==> src/rtl/mux_recirc_src_ctrl.sv <==
// mux_recirc_src_ctrl: c1-side launch controller holding A/EN stable until the c2 toggle ack returns
module mux_recirc_src_ctrl #(
  parameter int W           = 2,
  parameter int EN_CYCLES   = 3,
  parameter int SYNC_STAGES = 2,
  parameter int TIMEOUT     = 64
) (
  input  logic         c1,
  input  logic         rstn,
  input  logic         in_valid,
  input  logic [W-1:0] in_data,
  output logic         in_ready,
  output logic [W-1:0] A,
  output logic         EN,
  input  logic         ack_tgl,
  input  logic         err_clr,
  output logic         busy,
  output logic         timeout_err,
  output logic [15:0]  tx_count
);
  localparam int HW = (TIMEOUT > 1) ? $clog2(TIMEOUT) : 1;
  localparam logic [HW-1:0] HOLD_LAST = HW'((TIMEOUT == 0) ? 0 : TIMEOUT - 1);
  localparam logic [3:0] EN_LAST = 4'(EN_CYCLES - 1);
  typedef enum logic [1:0] {IDLE, LAUNCH, HOLD} state_t;
  state_t state;
  logic [SYNC_STAGES-1:0] sync;
  logic hist, ack_seen, ack_evt;
  logic [3:0] en_cnt;
  logic [HW-1:0] hold_cnt;
  assign ack_evt  = sync[SYNC_STAGES-1] ^ hist;
  assign in_ready = (state == IDLE);
  assign busy     = (state != IDLE);
  always_ff @(posedge c1 or negedge rstn) begin
    if (!rstn) begin
      state       <= IDLE;
      A           <= '0;
      EN          <= 1'b0;
      timeout_err <= 1'b0;
      tx_count    <= '0;
      sync        <= '0;
      hist        <= 1'b0;
      ack_seen    <= 1'b0;
      en_cnt      <= '0;
      hold_cnt    <= '0;
    end else begin
      sync <= {sync[SYNC_STAGES-2:0], ack_tgl};
      hist <= sync[SYNC_STAGES-1];
      if (err_clr) timeout_err <= 1'b0;
      case (state)
        IDLE: if (in_valid) begin
          A        <= in_data;
          EN       <= 1'b1;
          en_cnt   <= '0;
          ack_seen <= 1'b0;
          state    <= LAUNCH;
        end
        LAUNCH: begin
          en_cnt <= en_cnt + 4'd1;
          if (en_cnt == EN_LAST) begin
            EN <= 1'b0;
            if (ack_seen || ack_evt) begin
              state    <= IDLE;
              tx_count <= tx_count + 16'd1;
            end else begin
              state    <= HOLD;
              hold_cnt <= '0;
            end
          end else if (ack_evt) ack_seen <= 1'b1;
        end
        HOLD: if (ack_evt) begin
          state    <= IDLE;
          tx_count <= tx_count + 16'd1;
        end else if (TIMEOUT != 0 && hold_cnt == HOLD_LAST) begin
          state       <= IDLE;
          timeout_err <= 1'b1;
        end else hold_cnt <= hold_cnt + 1'b1;
        default: state <= IDLE;
      endcase
    end
  end
endmodule

==> config.mk <==
export PLATFORM = sky130hd
export DESIGN_NAME = mux_recirc_src_ctrl
export DESIGN_NICKNAME = d
export VERILOG_FILES = /design/src/rtl/mux_recirc_src_ctrl.sv
export SDC_FILE = /design/constraint.sdc
export NUM_CORES = 1
export LEC_CHECK = 0
export CORE_UTILIZATION = 51
export CTS_CLUSTER_SIZE = 10
export DETAILED_ROUTE_END_ITERATION = 10
export PLACE_DENSITY = 0.77
export SLEW_MARGIN = 20
export SYNTH_ARGS = -nofsm -noshare
export SYNTH_HDL_FRONTEND = slang
export SYNTH_SLANG_ARGS = --single-unit
==> constraint.sdc <==
create_clock -name c1 -period 3.1 [get_ports c1]
set_clock_uncertainty 0.05 [all_clocks]
set_input_delay 0.465 -clock c1 [delete_from_list [all_inputs] [get_ports c1]]
set_output_delay 0.465 -clock c1 [all_outputs]
set_load 0.005 [all_outputs]
==> qor.txt, run 1 <==
diodes inserted: 0
Ports: 29
delay-heaviest family, CP: simple AND/OR/NAND/NOR gates
Setup-failing EPs final: 0
Worst path slowest cell: dfrtp_1
DRC viols: 0
Synth Net Count: 169
Pleak: 0.956 nW
Critical Path RT: 3.32 ns
HPWL Detailed: 2470 um
fmax: 452 MHz
CP peak stage delay: 0.43 ns
worst r2r src: en_cnt[0]$_DFFE_PN0P_
routed len/inst: 14.9 um
status: completed
Rows: 21
Final ANT Viol Nets: 0
unrepaired setup endpoints after global routing: false
CTS tree: built
Hold Path Sink: sync[1]$_DFF_PN0_
GRT Total Usage: 21.1%
GPL Wtd Cong: 0.827
CTS root buf: clkbuf_4
Die W: 61.4 um
H-tree depth: 2
CP Class: flop to flop
PD cells: 624 nW/um^2
Max VDD drop: 0.382 mV
largest net degree at the start of global routing: 37
Final nets: 200
routed via count: 1317
drt first pass iters: 4
worst skew pair latency: 0.34 ns
crit path max fanout: 15
crit path time final: 2.21 ns
hold_buf cts: 0
Hold Path Origin: sync[0]$_DFF_PN0_
Reg clk slew, reported paths: 0.10 ns
grt total ovfl: 0
area grow syn2layout: 19.9%
TritonCTS sink count: 36
number of synthesized flops with an enable pin: 0
cells along the critical path: inv_1 > ha_1 > or3b_4 > o31a_4 > nor4b_1 > xor2_1
Final Hold Viols: 0
share of post-route cells with drive strength above 1: 12.6%
Primary FF master, synth: dfrtp_1
Core Area: 3360 um^2
worst-margin pin slew: 0.522 ns
Slew Limit Fails: 0
Crit Reg-Reg Endpoint: tx_count[4]$_DFFE_PN0P_
CP Buf/Inv Count: 1
Max clock buf depth: 2
worst setup margin: 0.886 ns
Yosys reg bits: 36
synthesized cell area: 1800 um^2
initial antenna violation count: 0
async set-reset flop share out of synthesis: 100%
Netlist cell types: 43
Setup TNS Final: 0 ns
Hold Path Cell Cnt: 0
post-CTS setup repair buffer count: 0
part of the cycle the worst path needs: 71.4%
Mapped Cells: 158
R2R depth: 6
Levels on crit path: 6
first-pass GRT wire length: 5650 um
post-CTS sizing: 0
max cap viols: 0
port buffer count: 28
Worst Setup End Kind: flop
vias per cell: 5.58
reg2reg setup slack: 0.89 ns
syn_area_per_cell: 11.4 um^2
CTS Buf Count: 5
Initial Util: 53.5%
pre-CTS WS: 0.920 ns
Die Height: 61.4 um
WP data arrival: 2.43 ns
CP startpoint kind: flop
Worst slew margin: 65.0%
die area: 3770 um^2
Yosys warnings: 0
Hold Crit Class: flop to flop
1st-iter DRT viols: 69
Detailed Route WL: 3510 um
sequential area share after synthesis: 50.0%
vias in the first global route: 1226
[cell type report]
class / count / area (um^2)
Fill cell: 288 / 1200
Sequential cell: 36 / 901
Tap cell: 46 / 57.6
Timing Repair Buffer: 29 / 288
Clock buffer: 8 / 58.8
Multi-Input combinational cell: 109 / 825
Inverter: 8 / 30.0
[layer usage]
metal / share of wire, % / wire length (um) / global-route usage, % / vias up
li1: - / - / - / 632
met3: 3.9 / 136 / 6.30 / 6
met2: 49 / 1720 / 34.9 / 31
met1: 46 / 1600 / 26.6 / 648
met5: 0 / 0 / 0 / -
met4: 1.5 / 52 / 6.98 / 0
[kinds of logic (layout without fill, tap and decap cells)]
family | count (synthesis) | after routing | synth area share [%]
AOI/OAI and AO/OA | 24 | 24 | 10.0
muxes | 6 | 6 | 3.68
and+or+nand+nor | 59 | 59 | 21.5
xor gates and xnor gates | 16 | 16 | 7.78
adders and majority gates | 4 | 4 | 2.78
buffers and inverters | 13 | 45 | 4.17
DFF | 36 | 36 | 50.0
[power breakdown]
group          internal (mW)  switching (mW)  total (mW)
registers              0.551          0.0970       0.648
clock network          0.112           0.148       0.260
logic                  0.232           0.208       0.440
total                  0.895           0.453        1.35
[worst reg2reg max path, delay by kind of cell (launching register included)]
kind | cells | cell delay (ns)
xor+xnor | 1 | 0.19
flops | 1 | 0.43
simple gates | 2 | 0.85
compound gates | 1 | 0.39
buf+inv | 1 | 0.07
fa+ha+maj | 1 | 0.16
[flip-flops by register name, summed over array words and instances (netlist names)]
register,cells
A,2
timeout_err,1
hold_cnt,6
hist,1
sync,2
EN,1
ack_seen,1
state,2
tx_count,16
en_cnt,4
[cell usage after synthesis, drive strengths merged, types with 2 or more instances]
cell / n / area [um^2]
nand2: 11 / 41.3
and4: 3 / 26.3
nand4: 4 / 25.0
nor3b: 2 / 15.0
nor3: 5 / 25.0
o31a: 2 / 26.3
dfrtp: 36 / 901
o211ai: 2 / 15.0
nand2b: 4 / 25.0
o21a: 2 / 22.5
xor2: 15 / 131
nor2: 4 / 15.0
inv: 8 / 30.0
a22o: 2 / 18.8
nand3: 9 / 45.0
buf: 4 / 41.3
nor4b: 2 / 23.8
nor2b: 2 / 12.5
o21ai: 9 / 45.0
nor4: 9 / 103
mux2: 5 / 56.3
and3: 2 / 12.5
ha: 4 / 50.1
[stage by stage]
stage	instances	hold slack [ns]	area, um^2	power [mW]	util (%)
after detailed placement	228	0.288	2100	1.10	62.5
after global placement	228	0.283	2100	1.07	62.5
final	236	0.307	2160	1.35	64.2
after global routing	236	0.315	2160	1.44	64.2
after CTS	236	0.310	2160	1.35	64.2
after floorplan	158	0.119	1800	0.933	-
[cells in the final DEF (no fill, tap or decap), types with 3 or more instances in the layout]
master	netlist	final
dfrtp_1	36	36
nor4_1	3	3
clkbuf_4	0	5
nand2b_1	4	4
ha_1	4	4
o21ai_0	9	9
nand4_1	4	4
nand3_1	9	9
nor3_1	5	5
clkdlybuf4s50_1	0	28
nor2_1	4	4
mux2_2	5	5
nor4_2	5	5
inv_1	8	8
and4_1	3	3
nand2_1	11	11
xor2_1	15	15
[how the worst max path moves through the flow]
stage | start | endpoint | slack (ns)
after detailed placement | en_cnt[0]$_DFFE_PN0P_ | tx_count[4]$_DFFE_PN0P_ | 0.92
after CTS | en_cnt[0]$_DFFE_PN0P_ | tx_count[4]$_DFFE_PN0P_ | 0.89
final | en_cnt[0]$_DFFE_PN0P_ | tx_count[4]$_DFFE_PN0P_ | 0.89
after global placement | en_cnt[0]$_DFFE_PN0P_ | tx_count[1]$_DFFE_PN0P_ | 1.02
after floorplan | en_cnt[0]$_DFFE_PN0P_ | tx_count[11]$_DFFE_PN0P_ | 1.12
after global routing | en_cnt[0]$_DFFE_PN0P_ | tx_count[4]$_DFFE_PN0P_ | 0.78
Power figures use the tool's default switching activity.
==> run 2: changes to the inputs <==
- CORE_UTILIZATION: 51 -> 47
- PLACE_DENSITY: 0.77 -> 0.74
- clock period: 3.1 -> 1.89 ns (I/O delays scaled with it)
==> run 2 against run 1 <==
Effect of this change:
- the flow now finishes with violations (negative setup slack)
- via count is 6.8% higher
- utilization is 2.5 points higher
- sequential power is 56% higher
- sequential cell count stayed put
- register-to-register slack worse by 1.0 ns
- critical path depth stayed put
- non-clock buffer count is 16 higher
- cell count is 8.1% higher
- sequential share of layout area is 4.8 points lower
- hold slack better by 0.0020 ns
- wire length is 19% higher
- setup slack worse by 1.0 ns
- critical path type unchanged
- critical endpoint is now tx_count[6]$_DFFE_PN0P_
- largest cell class is now multi-input gates
==> qor.txt, run 2 (synthesis results as in run 1) <==
status: finished with violations
failing checks: negative setup slack
Critical Path RT: 2.05 ns (-1.27 ns)
max reg flops: 16 (unchanged)
Die Height: 63.9 um (+4.0%)
unrepaired setup endpoints after global routing: true
largest net degree at the start of global routing: 37 (unchanged)
commonest non-fill, non-tap cell in the layout: dfrtp_1
Util after Layout: 66.7% (+2.5 points)
drt first pass iters: 4 (unchanged)
max cap viols: 0 (unchanged)
die area: 4080 um^2 (+8.2%)
Hold Crit Class: flop to flop
Final ANT Viol Nets: 0 (unchanged)
Pleak: 1.11 nW (+16%)
Setup TNS Final: -1.69 ns (-1.69 ns)
Worst slew margin: 64.0% (-0.93 points)
routed len/inst: 16.4 um (+10%)
grt total ovfl: 0 (unchanged)
most frequent cells in the layout: dfrtp_1 (36), clkdlybuf4s50_1 (28), buf_4 (16)
WP data arrival: 2.20 ns (-0.23 ns)
H-tree depth: 2 (unchanged)
Hold Path Cell Cnt: 0 (unchanged)
Reg clk slew, reported paths: 0.07 ns (-0.03 ns)
first-pass GRT wire length: 7130 um (+26%)
CP peak stage delay: 0.42 ns (about the same)
CTS root buf: clkbuf_8
Max clock buf depth: 2 (unchanged)
routed via count: 1406 (+6.8%)
TritonCTS sink count: 36 (unchanged)
PD cells: 1060 nW/um^2 (+69%)
Tot Pwr: 2.58 mW (+91%)
worst skew pair latency: 0.29 ns (-0.05 ns)
vias in the first global route: 1484 (+21%)
cells along the critical path: inv_1 > ha_1 > or3b_4 > o31a_4 > nor4_2 > xor2_1
Slew Limit Fails: 0 (unchanged)
crit path max fanout: 8 (-7)
diodes inserted: 0 (unchanged)
vias per cell: 5.51 (-1.2%)
Regs by FF count: tx_count x16, hold_cnt x6, en_cnt x4
part of the cycle the worst path needs: 108% (+37 points)
Ports: 29 (unchanged)
CTS tree: built
Max VDD drop: 0.635 mV (+66%)
Final Hold Viols: 0 (unchanged)
crit path time final: 2.04 ns (-0.170 ns)
Rows: 22 (+4.8%)
R2R depth: 6 (unchanged)
Largest Register: tx_count
Core Area: 3660 um^2 (+8.9%)
Detailed Route WL: 4190 um (+19%)
number of fill cells: 267 (-7.3%)
DRC viols: 0 (unchanged)
worst setup margin: -0.154 ns (-1.04 ns)
Final nets: 218 (+9.0%)
Die W: 63.9 um (+4.0%)
HPWL Detailed: 2800 um (+13%)
share of post-route cells with drive strength above 1: 25.1% (+12 points)
GRT Total Usage: 23.2% (+2.1 points)
worst-margin pin slew: 0.538 ns (+0.0163 ns)
Initial Util: 49.2% (-4.4 points)
CTS Buf Count: 5 (unchanged)
Worst path slowest cell: or3b_4
area grow syn2layout: 35.6%
port buffer count: 28 (unchanged)
CP startpoint kind: flop
fmax: 489 MHz (+8.3%)
GPL Wtd Cong: 0.838 (+1.3%)
initial antenna violation count: 0 (unchanged)
1st-iter DRT viols: 76 (+10%)
CP Class: flop to flop
Worst Setup End Kind: flop
Setup-failing EPs final: 17 (+17)
[run 2: cell count changes in the layout (fill, tap and decap cells not counted), sizes merged]
cell and change:
clkinv +1, o21a +1, o31a +1, buf +16, clkbuf -2
[run 2: stage by stage]
stage	setup WS (ns)	hold slack [ns]	cells	instance area, um^2
detailed placement	-0.232	0.293	244	2250
global placement	-0.120	0.293	244	2250
floorplan	-0.0912	-0.0621	158	1850
finish	-0.154	0.309	255	2440
CTS	-0.144	0.312	254	2400
global route	-0.235	0.321	255	2440
[run 2: worst max-delay path: cells and delay by family (launching register included)]
kind / cells / cell delay, ns
buffers and inverters: 1 / 0.06
adders and majority gates: 1 / 0.15
and+or+nand+nor: 2 / 0.74
DFF: 1 / 0.39
xor gates and xnor gates: 1 / 0.20
AOI/OAI and AO/OA: 1 / 0.37
[run 2: path summary, 6_finish.rpt]
kind | slack (ns) | from | end
worst max-delay path | -0.15 | en_cnt[0]$_DFFE_PN0P_ | tx_count[6]$_DFFE_PN0P_
worst min-delay path | 0.31 | sync[0]$_DFF_PN0_ | sync[1]$_DFF_PN0_
worst max register to register | -0.15 | en_cnt[0]$_DFFE_PN0P_ | tx_count[6]$_DFFE_PN0P_
worst min register to register | 0.31 | sync[0]$_DFF_PN0_ | sync[1]$_DFF_PN0_
max in group asynchronous | 1.11 | rstn | tx_count[12]$_DFFE_PN0P_
min in group asynchronous | 0.34 | rstn | en_cnt[3]$_DFFE_PN0P_
[run 2: cell type report]
class	instances	area, um^2	area share (%)
Timing Repair Buffer	45	412	16.9
Tap cell	48	60.1	2.46
Sequential cell	36	901	36.9
Clock inverter	1	5.00	0.205
Multi-Input combinational cell	111	962	39.4
Inverter	8	30.0	1.23
Clock buffer	6	72.6	2.97
[run 2: what timing repair did]
action	CTS	global route
gates resized for setup	10	6
pin swaps	1	10
setup endpoints to repair	21	22
cloned	2	0
hold buffers	0	0
endpoints found under the hold margin	0	0
buffers inserted	1	1
[run 2: power by group]
group	leakage, nW	internal, mW	switching [mW]
Combinational	0.595	0.520	0.525
Sequential	0.469	0.906	0.109
Clock	0.0410	0.250	0.270
Total	1.11	1.68	0.904
[run 2: routing by layer]
layer	track usage, %	part of all wire (%)	wire [um]	vias up
li1	-	-	-	670
met1	27.5	42	1750	700
met2	38.4	53	2210	27
met3	6.79	3.2	134	9
met4	11.1	2.1	89	0
met5	0	0	0	-
